===== src/rtl/valid_ready_rr_arbiter.sv =====
// Round-robin arbiter sharing one registered valid/ready downstream port among NUM_REQ
// requesters; each grant lasts until MAX_BURST beats are sent or the requester drops valid.
module valid_ready_rr_arbiter #(
  parameter int NUM_REQ   = 4,
  parameter int DATA_W    = 8,
  parameter int MAX_BURST = 4
) (
  input  logic                        clk,
  input  logic                        rst,
  input  logic [NUM_REQ*DATA_W-1:0]   i_req_data,
  input  logic [NUM_REQ-1:0]          i_req_valid,
  output logic [NUM_REQ-1:0]          o_req_ready,
  output logic [DATA_W-1:0]           o_m_data,
  output logic                        o_m_valid,
  input  logic                        i_m_ready,
  output logic [NUM_REQ-1:0]          o_grant,
  output logic [$clog2(NUM_REQ)-1:0]  o_grant_id,
  output logic                        o_busy
);

  localparam int IDX_W = $clog2(NUM_REQ);
  localparam int CNT_W = $clog2(MAX_BURST + 1);

  typedef enum logic {IDLE, GRANT} state_t;

  state_t             state, state_next;
  logic [IDX_W-1:0]   ptr, ptr_next;
  logic [CNT_W-1:0]   beat_cnt, beat_cnt_next;
  logic [IDX_W-1:0]   grant_id_next;
  logic [NUM_REQ-1:0] grant_next;

  logic               in_grant;
  logic               slot_free;
  logic               accept;
  logic               release_grant;
  logic [DATA_W-1:0]  sel_data;

  int                 rr_idx;
  logic [IDX_W-1:0]   rr_cand;
  logic [IDX_W-1:0]   rr_sel;
  logic               rr_found;

  assign in_grant  = (state == GRANT);
  assign o_busy    = in_grant;
  assign slot_free = !o_m_valid || i_m_ready;
  assign sel_data  = i_req_data[int'(o_grant_id)*DATA_W +: DATA_W];
  assign accept    = in_grant && i_req_valid[o_grant_id] && slot_free;

  // Scan ptr, ptr+1, ... modulo NUM_REQ and keep the first valid requester.
  always_comb begin
    rr_idx   = 0;
    rr_cand  = '0;
    rr_sel   = '0;
    rr_found = 1'b0;
    for (int i = 0; i < NUM_REQ; i++) begin
      rr_idx = int'(ptr) + i;
      if (rr_idx >= NUM_REQ) rr_idx = rr_idx - NUM_REQ;
      rr_cand = IDX_W'(rr_idx);
      if (!rr_found && i_req_valid[rr_cand]) begin
        rr_found = 1'b1;
        rr_sel   = rr_cand;
      end
    end
  end

  always_comb begin
    o_req_ready = '0;
    for (int k = 0; k < NUM_REQ; k++) begin
      o_req_ready[k] = in_grant && (o_grant_id == IDX_W'(k)) && slot_free;
    end
  end

  always_comb begin
    state_next    = state;
    ptr_next      = ptr;
    beat_cnt_next = beat_cnt;
    grant_id_next = o_grant_id;
    grant_next    = o_grant;
    release_grant = 1'b0;
    case (state)
      IDLE: begin
        if (rr_found) begin
          state_next    = GRANT;
          grant_id_next = rr_sel;
          grant_next    = NUM_REQ'(1) << rr_sel;
          beat_cnt_next = '0;
        end
      end
      GRANT: begin
        if (accept) begin
          if (beat_cnt == CNT_W'(MAX_BURST - 1)) release_grant = 1'b1;
          else beat_cnt_next = beat_cnt + 1'b1;
        end else if (!i_req_valid[o_grant_id]) begin
          release_grant = 1'b1;
        end
      end
      default: state_next = IDLE;
    endcase
    // Releasing hands priority to the requester just after the one that was served.
    if (release_grant) begin
      state_next    = IDLE;
      ptr_next      = (o_grant_id == IDX_W'(NUM_REQ - 1)) ? '0 : o_grant_id + 1'b1;
      grant_id_next = '0;
      grant_next    = '0;
    end
  end

  always_ff @(posedge clk) begin
    if (rst) begin
      state      <= IDLE;
      ptr        <= '0;
      beat_cnt   <= '0;
      o_grant_id <= '0;
      o_grant    <= '0;
    end else begin
      state      <= state_next;
      ptr        <= ptr_next;
      beat_cnt   <= beat_cnt_next;
      o_grant_id <= grant_id_next;
      o_grant    <= grant_next;
    end
  end

  // Output slice: a new beat loads only when the slot is empty or draining this cycle.
  always_ff @(posedge clk) begin
    if (rst) begin
      o_m_valid <= 1'b0;
      o_m_data  <= '0;
    end else if (accept) begin
      o_m_valid <= 1'b1;
      o_m_data  <= sel_data;
    end else if (i_m_ready) begin
      o_m_valid <= 1'b0;
    end
  end

endmodule

===== config.mk =====
export PLATFORM = sky130hd
export DESIGN_NAME = valid_ready_rr_arbiter
export DESIGN_NICKNAME = d
export VERILOG_FILES = /design/src/rtl/valid_ready_rr_arbiter.sv
export SDC_FILE = /design/constraint.sdc
export NUM_CORES = 1
export LEC_CHECK = 0
export CAP_MARGIN = 5
export CORE_MARGIN = 1.5
export CORE_UTILIZATION = 36
export DETAILED_ROUTE_END_ITERATION = 8
export PLACE_DENSITY_LB_ADDON = 0.05
export SLEW_MARGIN = 10
export SYNTH_ARGS = -nofsm -noshare
export SYNTH_HDL_FRONTEND = slang
export SYNTH_SLANG_ARGS = --single-unit

===== constraint.sdc =====
create_clock -name clk -period 1.7 [get_ports clk]
set_input_delay 0.255 -clock clk [delete_from_list [all_inputs] [get_ports clk]]
set_output_delay 0.255 -clock clk [all_outputs]
set_load 0.005 [all_outputs]

### Word-level counts from Yosys, hierarchy flattened

Index checks and enable logic that the tools add are counted.

* $add $sub $neg: 9
* multipliers: 0
* divide/modulo/power cells: 0
* $lt $le $gt $ge: 9
* eq/ne operators: 7
* shift operators: 2
* muxes and demuxes: 35
* bitwise operators: 1
* reduce and logical (&&, ||, !) cells: 23

Operators with widths (count)
* variable part select 32 x 6 -> 8 bit: 1
* two-way mux 2 bit: 9
* two-way mux 1 bit: 17
* < comparator 2 x 3 -> 1 bit, second input constant: 5
* logical AND 1 bit: 13
* binary-select mux 1 bit (select 2 bit): 5
* greater-or-equal comparator 3 bit, second input constant: 3
* two-way mux 3 bit: 3
* subtractor 2 x 1 -> 2 bit, second input constant: 4
* adder 2 x 2 -> 3 bit, second input constant: 2
* case mux 3 bit (2 select lines): 1
* equality test 2 bit, second input constant: 2
* zero test 1 bit: 4
* inequality test 2 bit, second input constant: 2
* left shift 1 x 2 -> 4 bit, first input constant: 1
* adder 2 x 1 -> 3 bit, second input constant: 1
* adder 3 x 1 -> 3 bit, second input constant: 1
* equality test 3 x 2 -> 1 bit, second input constant: 1
* greater-or-equal comparator 2 x 3 -> 1 bit, second input constant: 1
* AND reduction 3 bit: 1
* adder 2 x 1 -> 2 bit, second input constant: 1
* equality test 2 x 1 -> 1 bit, second input constant: 1
* zero test 2 bit: 1
* inequality test 2 x 1 -> 1 bit, second input constant: 1
* other kinds (5): 5

* register bits: 21
* bits in latches: 0
* memory bits (writable): 0
* bits in read-only memories: 0
* input port bits: 39
* output and inout bits: 20
* logic and storage cells: 93
* memories: 0

### Depth between registers and ports, before layout

* depth in word-level cells: 16
* depth in mapped cells: 6
* gate-level depth less buffers: 5

### Least setup slack after synthesis

No wires, ideal clock.

* path type: flip-flop to flip-flop
* from: reg o_grant_id[0]
* to: reg beat_cnt[2]
* setup time: 0.128 ns
* arrival time: 1.494 ns
* data required time: 1.572 ns
* setup slack: 0.078 ns
* cell stages (with the launch flop): 7
* buffers on the path: 1
* clock period less this slack: 1.622 ns
* cell sequence: dfxtp_1 -> mux4_2 -> nand3_2 -> buf_6 -> nor3_1 -> a31oi_1 -> nor2_1

* longest elaborated chain between the ends: 6

RTL lines
* start: declaration: line 17 `output logic [$clog2(NUM_REQ)-1:0] o_grant_id,`
* start signal: assignment: line 119 `o_grant_id <= grant_id_next;`
* binary-select mux 1 bit (select 2 bit): line 47 `assign accept = in_grant && i_req_valid[o_grant_id] && slot_free;`
* two-way mux 1 bit (not written as such): line 47
* logical AND 1 bit (2 in series): line 47
* inequality test 2 x 1 -> 1 bit (no source line)
* AND reduction 3 bit (no source line)
* end signal: assignment: line 118 `beat_cnt <= beat_cnt_next;`
* end: declaration: line 28 `logic [CNT_W-1:0] beat_cnt, beat_cnt_next;`

No other way between the ends. The select of a mux whose other input is x is not followed.
A chain may end at the register's enable or synchronous reset.

### Final worst setup path

* from: reg o_grant_id[0]
* to: reg o_m_data[1]

* longest elaborated chain between the ends: 4
* elaborated cells on any way between the ends: 5
* classes of those cells: shift (1); mux (2); reduce/logical (2)

RTL lines
* parallel branches: the longest is 4 deep, another holds variable part select 32 x 6 -> 8 bit
* end signal: assignment: line 131 `o_m_data <= sel_data;`
* end: declaration: line 13 `output logic [DATA_W-1:0] o_m_data,`

Parallel ways; which one is timed is not known. The select of a mux whose other input is x is not followed.

==> run summary <==
Initial DRT Pass Iterations -> 4
first-pass GRT wire length -> 4.83 mm
Core Area -> 3100 um^2
fin util -> 0.648
Die Area -> 3680 um^2
outcome -> completed
sequential cell area -> 427 um^2
GR Overflow Total -> 0
DRT iter0 DRCs -> 22
Setup Skew -> 4.61 ps
WL/cell -> 13.5 um
setup violators final -> 0
H-tree levels -> 1
Nets -> 243
GRT Total Usage -> 0.176
Critical Setup Path Class -> flip-flop to flip-flop
DRC -> 0
slew margin rel. -> 0.776
DRT Wirelength -> 3.27 mm
Detail Route Antenna Nets -> 0
Ports -> 59
vias in the first global route -> 1132
Synth Warn # -> 0
power density over cell area -> 614 nW/um^2
Post-CTS Hold Fix Bufs -> 0
Max VDD drop -> 0.366 mV
element type at the critical path start -> flip-flop
most frequent cells in the layout -> clkdlybuf4s50_1, dfxtp_1, buf_4
r2r setup slk -> 20 ps
# port buffers -> 58
worst-path fanout max -> 7
vias per cell -> 5.03
via count -> 1212
P&R area growth vs syn -> 67.8%
unrepaired setup endpoints after global routing -> yes
CTS Buf Count -> 3
Max Fclk -> 594 MHz
DP HPWL -> 2.67 mm
gpl congestion -> 0.786
number of antenna violations at the first check in global routing -> 0
Initial Util -> 0.386
Hold Crit Class -> flip-flop to flip-flop
worst skew pair latency -> 290 ps
Synth area leaders -> dfxtp_1, mux4_2, mux2i_1
largest net degree at the start of global routing -> 13
required time worst endpoint -> 1900 ps
setup TNS -> 0 ps
Max-Cap Viols -> 0
dpl ws -> -249 ps
dpl cells -> 235
CTS root buffer -> clkbuf_4
site row count -> 20
Worst Slack Setup Final -> 17.7 ps
most common cell after layout, fill and taps aside -> clkdlybuf4s50_1
FILL cells -> 282
clock slew at reported path FFs -> 110 ps
Synth cell types -> 30
syn avg cell area -> 9.81 um^2
Worst EP arrival -> 1880 ps
leakage power -> 0.819 nW
register area share after synthesis -> 0.351
clock sink count -> 21
diode count -> 0
die width -> 60.7 um
Mapped Cells -> 122
Yosys reg bits -> 21
post-route minimum period -> 1680 ps
share of layout cells above drive strength 1 -> 0.203
worst hold slack -> 466 ps
area of the multi-input gates -> 723 um^2
critical path capture point type -> flip-flop
maximum clock path buffer count -> 2
Post-Layout Cell Count -> 241
CTS tree -> yes
top cell type by total area after synthesis -> dfxtp_1
Final Hold Vio Count -> 0
slew at the pin closest to its max-slew limit -> 333 ps
Post-Syn Area -> 1200 um^2
final worst path period share -> 0.990
Yosys top cell area share -> 0.351
max-slew violation count -> 0
syn_nets -> 167
DIE HEIGHT -> 60.7 um
[where the power goes]
group | internal, W | total (W) | leakage [nW] | switching, W
logic | 0.000283 | 0.000442 | 0.631 | 0.000160
registers | 0.000527 | 0.000555 | 0.173 | 0.0000279
clock network | 0.0000912 | 0.000236 | 0.0150 | 0.000144
[cell usage after synthesis]
cell and number:
o2bb2a_1 1, o32ai_2 1, and3_1 4, a21oi_1 12, buf_6 1, nand2b_1 1
nand3_1 3, o21ai_2 1, or2_1 2, nand3_2 1, clkbuf_1 2, mux2i_1 8
o221a_2 1, a31oi_1 2, dfxtp_1 21, mux4_2 9, a211o_1 1, o21ai_0 1
buf_2 3, or3_1 2, nand3b_1 2, nor4_1 1, ha_1 6, inv_1 8
nor3_1 1, nor2_1 11, nand2_1 13, o22ai_1 1, mux2_1 1, a22oi_1 1
[through the flow]
stage          cell area, um^2  total power (W)
2_1_floorplan             1200         0.000755
3_3_place_gp              1940         0.000987
3_5_place_dp              1940         0.000995
4_1_cts                   1980          0.00124
5_1_grt                   2010          0.00131
6_report                  2010          0.00123
[cell families (layout without fill, tap and decap cells)]
group           count (synthesis)  in the layout  share of synthesized area
fa+ha+maj                       6              6                     0.0627
buf+inv                        14             89                     0.0533
simple gates                   41             41                      0.165
compound gates                 22             22                      0.122
mux                            18             18                      0.246
flops                          21             21                      0.351
[path summary, 6_finish.rpt]
kind,startpoint,to,cells past startpoint
max,o_grant_id[0],o_m_data[1],6
min,o_grant[2],o_grant[2],2
max reg2reg,o_grant_id[0],o_m_data[1],6
min reg2reg,o_grant[2],o_grant[2],2
[routing by layer]
layer,track usage,vias up,share of wire
met3,0.0384,4,0.058
met4,0.0652,0,0.011
met2,0.323,39,0.52
met1,0.198,577,0.41
li1,-,592,-
met5,0,-,0
[final cells by class]
cell class	instances	area share
Clock buffer	4	0.0131
Inverter	8	0.0149
Multi-Input combinational cell	87	0.360
Sequential cell	21	0.212
Tap cell	44	0.0274
Timing Repair Buffer	77	0.372
[critical path, cell delays in order (launching register included)]
cell and delay [ps]:
dfxtp_2 370, buf_6 110, mux4_2 560, nand3_4 150, buf_12 130, mux2i_1 210, nor2_1 60
[timing repair]
item	in CTS	in global routing
setup endpoints to repair	5	15
resized for setup	8	9
buffers inserted	1	1
pin swaps	0	2
[registers in the layout (all words and copies together) (netlist names)]
name and flops:
o_m_valid 1, beat_cnt 3, o_grant_id 2, o_grant 4, o_m_data 8, o_busy 1
ptr 2
No activity file was read; power rests on OpenSTA's default activity.
